**src/rtl/bus_port_fifo.sv**
```systemverilog
// bus_port_fifo
// One bus port with two independent first-word-fall-through FIFOs:
//   TX: driver writes (wr_en/wr_data), bus arbiter sees pndng/D_pop and
//       consumes the head with pop.
//   RX: bus delivers D_push with push; only packets addressed to this port's
//       id (or the broadcast id) are kept. Monitor reads with rd_en/rd_data.
// Ports:
//   clk, reset          single clock, synchronous active-high reset
//   wr_en, wr_data      TX write strobe and packet
//   tx_full, tx_count   TX status
//   pndng, D_pop        TX non-empty flag and head packet (0 while empty)
//   pop                 bus consumes TX head
//   push, D_push        bus delivers a packet to this port
//   rd_en, rd_data      RX read strobe and head packet (0 while empty)
//   rx_valid, rx_count  RX status
//   tx_drop, rx_ovf, misroute  saturating 8-bit event counters
//
// Strobe semantics: every strobe (wr_en, pop, push, rd_en) is a single-cycle
// request sampled on the rising edge. A request that cannot be honoured is
// dropped (and counted where a counter exists) -- there is no back-pressure
// and no retry. Any strobe sampled while reset=1 is ignored.
module bus_port_fifo #(
  parameter int          pckg_sz   = 16,
  parameter int          depth     = 8,
  parameter logic [7:0]  id        = 8'd0,
  parameter logic [7:0]  broadcast = 8'hFF
) (
  input  logic                       clk,
  input  logic                       reset,
  input  logic                       wr_en,
  input  logic [pckg_sz-1:0]         wr_data,
  output logic                       tx_full,
  output logic [$clog2(depth):0]     tx_count,
  output logic                       pndng,
  output logic [pckg_sz-1:0]         D_pop,
  input  logic                       pop,
  input  logic                       push,
  input  logic [pckg_sz-1:0]         D_push,
  input  logic                       rd_en,
  output logic [pckg_sz-1:0]         rd_data,
  output logic                       rx_valid,
  output logic [$clog2(depth):0]     rx_count,
  output logic [7:0]                 tx_drop,
  output logic [7:0]                 rx_ovf,
  output logic [7:0]                 misroute
);

  localparam int AW = $clog2(depth);
  localparam int CW = AW + 1;
  localparam logic [CW-1:0] FULL_CNT = CW'(depth);

  // Storage is not reset; outputs are masked while the FIFO is empty.
  logic [pckg_sz-1:0] tx_mem_q [depth];
  logic [pckg_sz-1:0] rx_mem_q [depth];

  logic [AW-1:0] tx_rd_ptr_q, tx_rd_ptr_d;
  logic [AW-1:0] tx_wr_ptr_q, tx_wr_ptr_d;
  logic [CW-1:0] tx_count_q,  tx_count_d;
  logic [AW-1:0] rx_rd_ptr_q, rx_rd_ptr_d;
  logic [AW-1:0] rx_wr_ptr_q, rx_wr_ptr_d;
  logic [CW-1:0] rx_count_q,  rx_count_d;
  logic [7:0]    tx_drop_q,   tx_drop_d;
  logic [7:0]    rx_ovf_q,    rx_ovf_d;
  logic [7:0]    misroute_q,  misroute_d;

  logic       tx_pop_ok, tx_wr_ok;
  logic       rx_rd_ok,  rx_wr_ok;
  logic       dst_match;
  logic [7:0] dst;

  assign dst       = D_push[pckg_sz-1 -: 8];
  assign dst_match = (dst == id) || (dst == broadcast);

  // ---------------- TX path ----------------
  always_comb begin
    // A pop frees a slot in the same cycle, so a write into a full FIFO
    // is accepted when it coincides with a valid pop.
    tx_pop_ok   = !reset && pop && (tx_count_q != '0);
    tx_wr_ok    = !reset && wr_en && ((tx_count_q != FULL_CNT) || tx_pop_ok);
    tx_rd_ptr_d = tx_rd_ptr_q;
    tx_wr_ptr_d = tx_wr_ptr_q;
    tx_count_d  = tx_count_q;
    tx_drop_d   = tx_drop_q;
    if (tx_pop_ok) tx_rd_ptr_d = tx_rd_ptr_q + AW'(1);
    if (tx_wr_ok)  tx_wr_ptr_d = tx_wr_ptr_q + AW'(1);
    case ({tx_wr_ok, tx_pop_ok})
      2'b10:   tx_count_d = tx_count_q + CW'(1);
      2'b01:   tx_count_d = tx_count_q - CW'(1);
      default: tx_count_d = tx_count_q;
    endcase
    if (!reset && wr_en && !tx_wr_ok && (tx_drop_q != 8'hFF))
      tx_drop_d = tx_drop_q + 8'd1;
  end

  // ---------------- RX path ----------------
  always_comb begin
    rx_rd_ok    = !reset && rd_en && (rx_count_q != '0);
    rx_wr_ok    = !reset && push && dst_match &&
                  ((rx_count_q != FULL_CNT) || rx_rd_ok);
    rx_rd_ptr_d = rx_rd_ptr_q;
    rx_wr_ptr_d = rx_wr_ptr_q;
    rx_count_d  = rx_count_q;
    rx_ovf_d    = rx_ovf_q;
    misroute_d  = misroute_q;
    if (rx_rd_ok) rx_rd_ptr_d = rx_rd_ptr_q + AW'(1);
    if (rx_wr_ok) rx_wr_ptr_d = rx_wr_ptr_q + AW'(1);
    case ({rx_wr_ok, rx_rd_ok})
      2'b10:   rx_count_d = rx_count_q + CW'(1);
      2'b01:   rx_count_d = rx_count_q - CW'(1);
      default: rx_count_d = rx_count_q;
    endcase
    if (!reset && push && dst_match && !rx_wr_ok && (rx_ovf_q != 8'hFF))
      rx_ovf_d = rx_ovf_q + 8'd1;
    if (!reset && push && !dst_match && (misroute_q != 8'hFF))
      misroute_d = misroute_q + 8'd1;
  end

  always_ff @(posedge clk) begin
    if (reset) begin
      tx_rd_ptr_q <= '0;
      tx_wr_ptr_q <= '0;
      tx_count_q  <= '0;
      rx_rd_ptr_q <= '0;
      rx_wr_ptr_q <= '0;
      rx_count_q  <= '0;
      tx_drop_q   <= '0;
      rx_ovf_q    <= '0;
      misroute_q  <= '0;
    end else begin
      tx_rd_ptr_q <= tx_rd_ptr_d;
      tx_wr_ptr_q <= tx_wr_ptr_d;
      tx_count_q  <= tx_count_d;
      rx_rd_ptr_q <= rx_rd_ptr_d;
      rx_wr_ptr_q <= rx_wr_ptr_d;
      rx_count_q  <= rx_count_d;
      tx_drop_q   <= tx_drop_d;
      rx_ovf_q    <= rx_ovf_d;
      misroute_q  <= misroute_d;
    end
  end

  always_ff @(posedge clk) begin
    if (tx_wr_ok) tx_mem_q[tx_wr_ptr_q] <= wr_data;
    if (rx_wr_ok) rx_mem_q[rx_wr_ptr_q] <= D_push;
  end

  assign tx_count = tx_count_q;
  assign tx_full  = (tx_count_q == FULL_CNT);
  assign pndng    = (tx_count_q != '0);
  assign D_pop    = pndng ? tx_mem_q[tx_rd_ptr_q] : '0;

  assign rx_count = rx_count_q;
  assign rx_valid = (rx_count_q != '0);
  assign rd_data  = rx_valid ? rx_mem_q[rx_rd_ptr_q] : '0;

  assign tx_drop  = tx_drop_q;
  assign rx_ovf   = rx_ovf_q;
  assign misroute = misroute_q;

endmodule
```
**config.mk**
```make
export PLATFORM = sky130hd
export DESIGN_NAME = bus_port_fifo
export DESIGN_NICKNAME = d
export VERILOG_FILES = /design/src/rtl/bus_port_fifo.sv
export SDC_FILE = /design/constraint.sdc
export NUM_CORES = 1
export LEC_CHECK = 0
export CAP_MARGIN = 20
export CORE_AREA = 3 3 169 171
export CTS_CLUSTER_SIZE = 16
export DETAILED_ROUTE_END_ITERATION = 10
export DIE_AREA = 0 0 172 174
export DONT_BUFFER_PORTS = 1
export HOLD_SLACK_MARGIN = 0.15
export PLACE_DENSITY_LB_ADDON = 0.15
export RECOVER_POWER = 25
export SYNTH_ARGS = -nofsm -noshare
export SYNTH_HDL_FRONTEND = slang
export SYNTH_SLANG_ARGS = --single-unit
```
**constraint.sdc**
```tcl
create_clock -name clk -period 3.87 [get_ports clk]
set_input_delay 0.774 -clock clk [delete_from_list [all_inputs] [get_ports clk]]
set_output_delay 0.774 -clock clk [all_outputs]
set_load 0.01 [all_outputs]
```
==> impl_summary.md <==
Finish
Cells with a size suffix above 1 make up 21.3% of the layout. The multi-input gate area in the final layout is 3460 sq um. Counting the fill cells in the layout gives 2192. The sequential cell area in the final layout is 8690 sq um. The synthesis-to-layout area growth is 13.7%.

The number of nets at the end of the flow is 787. The most common library cell in the layout ignoring fill and taps is sky130_fd_sc_hd__edfxtp_1. The final non-filler cell area is 13900 sq um.

Leaving out fill and tap cells, the most frequent cells in the layout are sky130_fd_sc_hd__edfxtp_1, sky130_fd_sc_hd__nor2_1, sky130_fd_sc_hd__mux4_2. The count of antenna diodes in the layout is 0.

Worst setup path
STA classifies the critical path endpoint as a primary output. The signal on the critical path passes through buf_12, mux4_2, mux2i_1, nor2_1. The largest driver fanout on the critical path is 19.

The data arrival time at the worst-slack endpoint is 2.38 ns. The category of the critical setup timing path is register to primary output. The critical path's slowest cell is sky130_fd_sc_hd__dfxtp_2.

The worst reg-to-reg path cell count is 9. The buffering stage count on the worst path with inverters included is 1. The stage delay of the slowest cell on the critical path is 0.68 ns.

At the worst endpoint, the required time is 3.10 ns. The largest delay contributor family on the critical path is multiplexers. For flop-to-flop paths, the worst setup slack is 0.97 ns. The number of logic stages on the critical path including buffering is 4. The element type at the critical path start is a register.

STA
The number of hold violations in the final report is 0. The maximum clock rate is 317 MHz. The ratio of final minimum period to clock period is 81.6%. The final worst clock skew is 0.0162 ns. The final-report max-slew violation count is 0.

Adding up every negative setup slack in the final design gives 0 ns. Setup violations remaining at the end of the flow were counted as 0. The worst-margin pin slew is 0.976 ns. The minimum clock period is 3.16 ns. Setup repair after global routing left no endpoint under its margin.

In this run the tightest slew margin relative to its limit is 34.8%.

Yosys
Summing the areas of all compound-gate instances in the mapped netlist gives 2.14% of the synthesized area. The proportion of synthesized flip-flops having asynchronous set or reset is 0%. The leading register cell type out of synthesis is sky130_fd_sc_hd__edfxtp_1. The fraction of synthesized cell area in xor and xnor cells is 1.65%. Counting distinct cell types in the post-synthesis netlist gives 52. The net count of the mapped netlist is 752.

The synthesized area per cell is 17.4 sq um. The synthesized design contains 306 register bits. The post-synthesis adder-cell area fraction is 1.45%.

In this run the cell area of the synthesized design comes to 12200 sq um. For this run, the register share of the synthesized area comes to 71.1%. The number of enable flip-flop cells after synthesis is 256.

The gate count after technology mapping is 701. The portion of synthesized area spent on multiplexers is 15.1%. Yosys printed 0 warnings. The main combinational cell family by area after synthesis is multiplexers. The post-synthesis simple-gate area fraction is 7.47%.

Clock network
No sink is reached through more buffers than the 3 on the longest clock path. The number of gates resized after CTS was 0. The post-CTS clock slew at the launch and capture registers of the worst setup and hold paths is 0.06 ns. The tree is rooted in a sky130_fd_sc_hd__clkbuf_16. The hold-fix buffer count after cts is 0. TritonCTS built the clock tree. TritonCTS created 34 clock buffers.

The H-tree was split into 2 levels. At the later pin of the worst-skew pair, clock insertion delay measures 0.51 ns. The clock net sink count is 306. The number of setup buffers added after CTS is 0.

Routing
In this run, the number of DRC markers left after iteration 0 of detailed routing was 305. Summed over all layers, the routed wires come to 24.2 mm. The total via count after detailed routing is 6134.

The count of nets left with antenna violations once routing finished came out at 0. The average routed wire per standard cell is 22.0 microns. The number of iterations in the first detailed-routing pass is 6.

The ratio of routed vias to standard cells is 5.58. The remaining design rule violation count is 0.

GRT
The number of antenna violations at the first check in global routing is 0. Entering global routing, the biggest net connects 45 pins. Global routing finished with a remaining overflow of 0. The wire length of the first global-routing pass is 37.5 mm.

The via count of the first global-routing pass is 6534. The overall routing resource usage is 16.3%.

Power
Sequential cells burn 47.1% of the power. IR analysis of the VDD net gives a maximum drop of 0.000529 V. Power spread over the standard cell area amounts to 580 nW/um^2.

The total leakage power is 4.38 nW. The internal power summed over all cells is 0.00603 W. The switching component of the power is 0.00204 W. In this run, the combinational gates consume 14.8% of the power. The switching portion of total power is 25.2%. The share of total power dissipated in the clock network is 38.0%.

Die
The area of the core region is 27000 sq um. The die area is 29900 sq um. The horizontal extent of the die is 172 microns. The starting density of the core is 45.2%.

The number of top-level pins is 105. The floorplan has 60 rows. The floorplan die height is 174 microns.

Min path
The number of cells traversed by the worst hold path is 1. In this run the worst hold path is classified as input port to register.

Place
Port buffering added 0 buffers. The final weighted congestion in routability-driven placement is 0.717. Summing all placed instances gives a cell area of 12800 sq um.

The HPWL after detailed placement is 14.8 mm.

Outcome
The flow ran to the end, and the final reports show no timing, DRC or antenna violations.

Job
The count of maximum capacitance violations is 0.
==> metrics by stage <==
stage / total power, W / std cells / utilization [%] / worst slack, ns / hold slack [ns]
finish: 0.00807 / 1100 / 51.4 / 0.711 / 0.344
global route: 0.00842 / 1100 / 51.4 / 0.556 / 0.323
floorplan: 0.00477 / 701 / - / 0.340 / 0.454
global placement: 0.00507 / 1041 / 47.5 / 0.848 / 0.471
CTS: 0.00818 / 1100 / 51.4 / 0.644 / 0.318
detailed placement: 0.00510 / 1041 / 47.5 / 0.801 / 0.495
==> state kept, by name, indices dropped and copies added, names as in the netlist, named ones only <==
register / count
rx_ovf: 8
tx_rd_ptr_q: 3
misroute: 8
tx_drop: 8
tx_wr_ptr_q: 3
tx_mem_q: 128
rx_wr_ptr_q: 3
rx_mem_q: 128
rx_count: 4
tx_count: 4
rx_rd_ptr_q: 3
==> worst paths after layout <==
path | endpoint | start
setup / recovery | rd_data[7] | register
hold / removal | rx_ovf[3]$_SDFFE_PP0P_ | reset
setup reg to reg | tx_count[3]$_SDFFE_PP0P_ | tx_count[0]$_SDFFE_PP0P_
hold reg to reg | register | tx_rd_ptr_q[1]$_SDFFE_PP0P_
==> cells in the mapped netlist, types with 4 or more instances <==
cell	count	area, sq um
sky130_fd_sc_hd__nand4_1	8	50.1
sky130_fd_sc_hd__buf_2	7	35.0
sky130_fd_sc_hd__clkbuf_1	17	63.8
sky130_fd_sc_hd__inv_1	9	33.8
sky130_fd_sc_hd__nand2_1	32	120
sky130_fd_sc_hd__nor2b_1	4	25.0
sky130_fd_sc_hd__nor4_2	4	50.1
sky130_fd_sc_hd__nand2b_1	11	68.8
sky130_fd_sc_hd__xor2_1	14	123
sky130_fd_sc_hd__nor2_1	82	308
sky130_fd_sc_hd__mux2i_1	40	400
sky130_fd_sc_hd__dfxtp_1	50	1000
sky130_fd_sc_hd__ha_1	11	138
sky130_fd_sc_hd__edfxtp_1	256	7690
sky130_fd_sc_hd__nor3_1	13	65.1
sky130_fd_sc_hd__nand3_1	8	40.0
sky130_fd_sc_hd__o21ai_0	8	40.0
sky130_fd_sc_hd__a21oi_1	11	55.1
sky130_fd_sc_hd__xnor2_1	9	78.8
sky130_fd_sc_hd__mux4_2	64	1440
==> area by class of cell <==
type	count	share of cell area, %
clock inverters	14	0.972
flip-flops and latches	306	62.5
multi-input cells	359	24.9
clock buffers	45	6.74
inverters	10	0.270
repair buffers	25	1.53
well taps	341	3.07
==> power by group through the flow <==
stage / Clock [W] / Sequential (W) / Combinational [W]
floorplan: 0 / 0.00377 / 0.000998
CTS: 0.00314 / 0.00381 / 0.00123
global placement: 0 / 0.00387 / 0.00120
global route: 0.00329 / 0.00382 / 0.00131
detailed placement: 0 / 0.00388 / 0.00122
finish: 0.00307 / 0.00380 / 0.00120
==> per-layer routing <==
layer	routed length, microns	part of all wire (%)	GRT usage, %
met1	9640	40	19.9
met2	12500	52	28.2
met3	1450	6.0	4.62
met4	515	2.1	4.69
met5	0	0	0
==> logic make-up after synthesis <==
| logic type | count (synthesis) |
|---|---|
| flops | 306 |
| simple gates | 185 |
| mux | 104 |
| buf+inv | 36 |
| compound gates | 34 |
| xor+xnor | 23 |
| fa+ha+maj | 13 |
Note: power is estimated with default switching activity, not from simulation.
